File: src/rtl/uart_pkg.sv
// Shared types and defaults for the UART receive path: state encoding,
// default frame geometry and the mid-bit / majority helpers.
package uart_pkg;

  localparam int unsigned DATA_BITS_DEF   = 8;
  localparam int unsigned OVERSAMPLE_DEF  = 16;
  localparam int unsigned SYNC_STAGES_DEF = 2;

  typedef enum logic [1:0] {
    RX_IDLE  = 2'd0,
    RX_START = 2'd1,
    RX_DATA  = 2'd2,
    RX_STOP  = 2'd3
  } rx_state_e;

  // Sample index at which the start bit is re-checked (half a bit in).
  function automatic int unsigned mid_bit(input int unsigned oversample);
    return oversample / 2 - 1;
  endfunction

  localparam int unsigned MID_BIT_DEF = OVERSAMPLE_DEF / 2 - 1;

  function automatic logic maj3(input logic [2:0] v);
    return (v[0] & v[1]) | (v[0] & v[2]) | (v[1] & v[2]);
  endfunction

endpackage

File: src/rtl/uart_rx_sync.sv
// Multi-flop synchroniser for an asynchronous level input; flops reset high
// so an idle-high line does not look like activity coming out of reset.
module uart_rx_sync
  import uart_pkg::*;
#(
  parameter int unsigned STAGES = SYNC_STAGES_DEF
) (
  input  logic clk_50m,
  input  logic rst_n,
  input  logic d_i,
  output logic q_o
);

  logic [STAGES-1:0] sync_q;

  generate
    if (STAGES == 1) begin : g_one
      always_ff @(posedge clk_50m or negedge rst_n) begin
        if (!rst_n) begin
          sync_q <= '1;
        end else begin
          sync_q <= d_i;
        end
      end
    end else begin : g_chain
      always_ff @(posedge clk_50m or negedge rst_n) begin
        if (!rst_n) begin
          sync_q <= '1;
        end else begin
          sync_q <= {sync_q[STAGES-2:0], d_i};
        end
      end
    end
  endgenerate

  assign q_o = sync_q[STAGES-1];

endmodule

File: src/rtl/uart_rx.sv
// 8N1 UART receiver driven by a 16x oversample enable. Optional 2-of-3
// majority voting on every mid-bit decision is enabled by UART_RX_MAJORITY_EN.
module uart_rx
  import uart_pkg::*;
#(
  parameter int unsigned DATA_BITS   = DATA_BITS_DEF,
  parameter int unsigned OVERSAMPLE  = OVERSAMPLE_DEF,
  parameter int unsigned SYNC_STAGES = SYNC_STAGES_DEF
) (
  input  logic                 clk_50m,
  input  logic                 rst_n,
  input  logic                 rxclk_en,
  input  logic                 rx,
  input  logic                 rdy_clr,
  output logic                 rdy,
  output logic [DATA_BITS-1:0] dout,
  output logic                 frame_err,
  output logic                 overrun,
  output logic                 busy
);

  localparam int unsigned SW = $clog2(OVERSAMPLE);
  localparam int unsigned BW = (DATA_BITS > 1) ? $clog2(DATA_BITS) : 1;

  localparam logic [SW-1:0] SAMPLE_MID  = SW'(mid_bit(OVERSAMPLE));
  localparam logic [SW-1:0] SAMPLE_LAST = SW'(OVERSAMPLE - 1);
  localparam logic [BW-1:0] BIT_LAST    = BW'(DATA_BITS - 1);

  logic rx_s;
  logic dec_bit;

  uart_rx_sync #(
    .STAGES (SYNC_STAGES)
  ) u_sync (
    .clk_50m (clk_50m),
    .rst_n   (rst_n),
    .d_i     (rx),
    .q_o     (rx_s)
  );

`ifdef UART_RX_MAJORITY_EN
  // Two previous tick samples plus the current one form the voting window.
  logic [1:0] hist_q;

  always_ff @(posedge clk_50m or negedge rst_n) begin
    if (!rst_n) begin
      hist_q <= 2'b11;
    end else if (rxclk_en) begin
      hist_q <= {hist_q[0], rx_s};
    end
  end

  assign dec_bit = maj3({hist_q, rx_s});
`else
  assign dec_bit = rx_s;
`endif

  rx_state_e            state_q;
  logic [SW-1:0]        sample_q;
  logic [BW-1:0]        bit_q;
  logic [DATA_BITS-1:0] shift_q;
  logic [DATA_BITS-1:0] dout_q;
  logic                 rdy_q;
  logic                 frame_err_q;
  logic                 overrun_q;

  always_ff @(posedge clk_50m or negedge rst_n) begin
    if (!rst_n) begin
      state_q     <= RX_IDLE;
      sample_q    <= '0;
      bit_q       <= '0;
      shift_q     <= '0;
      dout_q      <= '0;
      rdy_q       <= 1'b0;
      frame_err_q <= 1'b0;
      overrun_q   <= 1'b0;
    end else begin
      if (rdy_clr) begin
        rdy_q     <= 1'b0;
        overrun_q <= 1'b0;
      end

      if (rxclk_en) begin
        case (state_q)
          RX_IDLE: begin
            if (!rx_s) begin
              state_q  <= RX_START;
              sample_q <= '0;
            end
          end

          RX_START: begin
            if (sample_q == SAMPLE_MID) begin
              sample_q <= '0;
              bit_q    <= '0;
              // A start bit that is high again by mid-bit was a glitch.
              state_q  <= dec_bit ? RX_IDLE : RX_DATA;
            end else begin
              sample_q <= sample_q + 1'b1;
            end
          end

          RX_DATA: begin
            sample_q <= sample_q + 1'b1;
            if (sample_q == SAMPLE_LAST) begin
              shift_q[bit_q] <= dec_bit;
              bit_q          <= bit_q + 1'b1;
              if (bit_q == BIT_LAST) begin
                state_q <= RX_STOP;
              end
            end
          end

          RX_STOP: begin
            sample_q <= sample_q + 1'b1;
            if (sample_q == SAMPLE_LAST) begin
              state_q <= RX_IDLE;
              if (dec_bit) begin
                // A completion overrides a same-cycle clear.
                dout_q      <= shift_q;
                rdy_q       <= 1'b1;
                frame_err_q <= 1'b0;
                overrun_q   <= rdy_q & ~rdy_clr;
              end else begin
                frame_err_q <= 1'b1;
              end
            end
          end

          default: begin
            state_q <= RX_IDLE;
          end
        endcase
      end
    end
  end

  assign rdy       = rdy_q;
  assign dout      = dout_q;
  assign frame_err = frame_err_q;
  assign overrun   = overrun_q;
  assign busy      = (state_q != RX_IDLE);

endmodule

File: config.mk
export PLATFORM = sky130hd
export DESIGN_NAME = uart_rx
export DESIGN_NICKNAME = d
export VERILOG_FILES = /design/src/rtl/uart_pkg.sv /design/src/rtl/uart_rx_sync.sv /design/src/rtl/uart_rx.sv
export SDC_FILE = /design/constraint.sdc
export NUM_CORES = 1
export LEC_CHECK = 0
export BUFFER_PORTS_ARGS = -buffer_cell sky130_fd_sc_hd__buf_2
export CAP_MARGIN = 20
export CORE_MARGIN = 4
export CORE_UTILIZATION = 38
export DETAILED_ROUTE_END_ITERATION = 16
export GPL_TIMING_DRIVEN = 0
export SYNTH_ARGS = -nofsm -noshare
export SYNTH_HDL_FRONTEND = slang
export SYNTH_SLANG_ARGS = --single-unit
File: constraint.sdc
create_clock -name clk_50m -period 2.4 [get_ports clk_50m]
set_clock_uncertainty 0.1 [all_clocks]
set_input_delay 0.6 -clock clk_50m [delete_from_list [all_inputs] [get_ports clk_50m]]
set_output_delay 0.6 -clock clk_50m [all_outputs]
set_load 0.01 [all_outputs]
==> results.toml <==
[clock_tree]
clock_sinks = 30
post_cts_resized = 0
insertion_delay_ps = 280
post_cts_buffers = 0
cts-root-buf = "clkbuf_8"
clockBufferDepth = 2
cts.clk_slew.worst_paths_ps = 60
htreeDepth = 2
hold_buffers = 0
cts_buffers = 5
cts_tree = "done"

[global_routing]
grt_usage_pct = 12.8
antenna_found_initial = 0
grt_pass1_vias = 951
grt_max_degree = 31
grt_first_pass_wirelength_um = 4320
overflow = 0

[sta]
tns_ps = 0
fin_crit_sh_pct = 84.0
hold_violations = 0
fmax_mhz = 496
fin_ws_ps = 383
setup_violations = 0
maxSlewViolCount = 0
worst_pin_slew_ps = 638
finalCriticalPeriod_ps = 2020
rsz0062_at_grt = "no"
slew_headroom_pct = 57.4

[logic_synthesis]
synth_cell_type_count = 32
synthCells = 113
avgSynthCellArea_um2 = 12.3
syn-num-nets = 121
ys_seq_area_share_pct = 54.1
ys_seq_elements = 30
synth_warnings = 0
syn-cell-area_mm2 = 0.00139

[setup_path]
setup.worst_path.class = "flip-flop to output pin"
critPathCapture = "busy"
r2r_start = "sample_q[0]$_DFFE_PN0P_"
ff2ff_path_depth = 4
path_cells = "buf_2 -> or2_2 -> buf_2"
cp-start-kind = "flip-flop"
critPathMaxStageDelay_ps = 360
cp.depth = 3
cp-end-kind = "output pin"
crit_buf_inv = 2
r2r_end = "shift_q[1]$_DFFE_PN0P_"
worstPathArrival_ps = 1320
cpMostUsedCell = "buf_2"
slowest_stage = "dfrtp_1"
worstPathMaxFanout = 10
cp.required_ps = 1700
critPathTopFamily = "flip-flops"
regToRegSetupSlack_ps = 480

[placed_design]
dp_slack_ps = 395
hpwlAfterDp_um = 1670
gp_congestion = 0.753
port_buffers = 16
place_area_mm2 = 0.00153

[floorplan]
initial_core_util_pct = 40.4
die_w_um = 68.5
rows = 21
core_area_mm2 = 0.00344
io_pins = 17
dieHeight_um = 68.5
die_area_mm2 = 0.00469

[finish]
fin_nets = 144
design_area_mm2 = 0.00162
drive_gt1_share_pct = 36.5
area_growth_syn_to_layout_pct = 16.4
antenna_cells = 0
fill_cells = 325

[hold_path]
holdCritPathClass = "input port to asynchronous set/reset pin"

[pwr]
p_per_area_mw_per_mm2 = 867
ir_drop_uv = 421
p_leak_uw = 0.000775

[route]
antenna_left = 0
via_count = 970
wl_met3_um = 122
routed-wl-met2_um = 1130
met1_length_um = 1130
first_pass_iters = 4
drc = 0
routedWlPerCell_um = 13.3
routed_via_density = 5.30
top_layer_used = "met4"
drt_iter0_drc = 20
wl_um = 2430

[job]
drv_cap = 0

[run_status]
outcome = "completed"
==> per-stage QoR <==
| stage | std cells | hold WS, ps | power, uW | util, % |
|---|---|---|---|---|
| 2_1_floorplan | 113 | 204 | 906 | - |
| 4_1_cts | 183 | 255 | 1420 | 47.0 |
| 5_1_grt | 183 | 264 | 1490 | 47.0 |
| 3_5_place_dp | 175 | 247 | 999 | 44.4 |
| 6_report | 183 | 242 | 1400 | 47.0 |
| 3_3_place_gp | 175 | 247 | 989 | 44.4 |
==> sequential cells by signal (all words and copies together), names as in the netlist, named ones only <==
signal	flops
bit_q	3
u_sync.sync_q	2
shift_q	8
frame_err	1
sample_q	4
overrun	1
dout	8
state_q	1
rdy	1
==> power breakdown <==
part	total, uW	switching [uW]	leakage (uW)	internal [uW]
Combinational	371	214	0.000334	156
Sequential	624	45.8	0.000395	578
Clock	408	175	0.0000455	233
Total	1400	435	0.000775	968
==> worst min-delay path by stage <==
stage,end,cells after the start
global placement,u_sync.sync_q[1]$_DFF_PN1_,0
floorplan,asynchronous set/reset pin,0
CTS,u_sync.sync_q[1]$_DFF_PN1_,0
finish,shift_q[3]$_DFFE_PN0P_,1
global route,u_sync.sync_q[1]$_DFF_PN1_,0
detailed placement,u_sync.sync_q[1]$_DFF_PN1_,0
==> cells in the mapped netlist <==
cell	number	area, um2
o2111ai_1	1	8.76
a21boi_0	1	7.51
xnor2_1	1	8.76
dfrtp_1	28	701
clkbuf_1	1	3.75
dfstp_2	2	52.6
o311a_1	1	10.0
o21ai_0	6	30.0
a22o_1	3	26.3
or3b_2	1	8.76
nand4_1	6	37.5
and4_1	1	8.76
or2_2	1	6.26
a221oi_1	1	8.76
nor3b_1	1	7.51
a21oi_1	1	5.00
inv_1	7	26.3
nor4_1	4	25.0
nand3_1	2	10.0
buf_4	2	15.0
a221o_1	1	10.0
nor3_1	1	5.00
nor2_1	2	7.51
nand4_4	1	21.3
mux2_2	18	203
nand2_1	5	18.8
a222oi_1	2	20.0
nand2b_1	3	18.8
ha_1	3	37.5
buf_2	3	15.0
mux2i_1	2	20.0
nand3b_1	1	7.51
==> placed cells by master (no fill, tap or decap), types with 2 or more instances in the layout <==
cell,Yosys,final
clkbuf_1,1,3
ha_1,3,3
nand2_1,5,5
nor2_1,2,2
nor4_1,4,4
inv_1,7,7
a22o_1,3,3
nand3_1,2,2
clkbuf_8,0,6
buf_4,2,2
mux2i_1,2,2
buf_2,3,19
mux2_2,18,18
o21ai_0,6,6
dfrtp_1,28,28
dfstp_2,2,2
nand2b_1,3,3
nand4_1,6,6
a222oi_1,2,2
==> logic make-up (layout without fill, tap and decap cells) <==
family | after synthesis | count (layout) | share of synthesized area [%]
AOI/OAI and AO/OA | 17 | 17 | 9.08
xor gates and xnor gates | 1 | 1 | 0.630
adders and majority gates | 3 | 3 | 2.70
buffers and inverters | 13 | 37 | 4.32
DFF | 30 | 30 | 54.1
muxes | 20 | 20 | 16.0
and+or+nand+nor | 29 | 29 | 13.1
==> cell type report <==
cell class,instances,area (um2),area share (%)
inverter,7,26.3,1.62
clock buffer,8,90.1,5.56
multi-input combinational,70,578,35.7
tap,46,57.6,3.55
timing repair buffer,16,80.1,4.95
sequential,30,753,46.5
buffer,6,33.8,2.09
==> layer usage <==
layer,up-vias,GRT usage (%)
li1,469,-
met1,473,16.8
met2,22,18.6
met3,6,4.38
met4,0,6.95
met5,-,0
No activity file was read; power rests on OpenSTA's default activity.
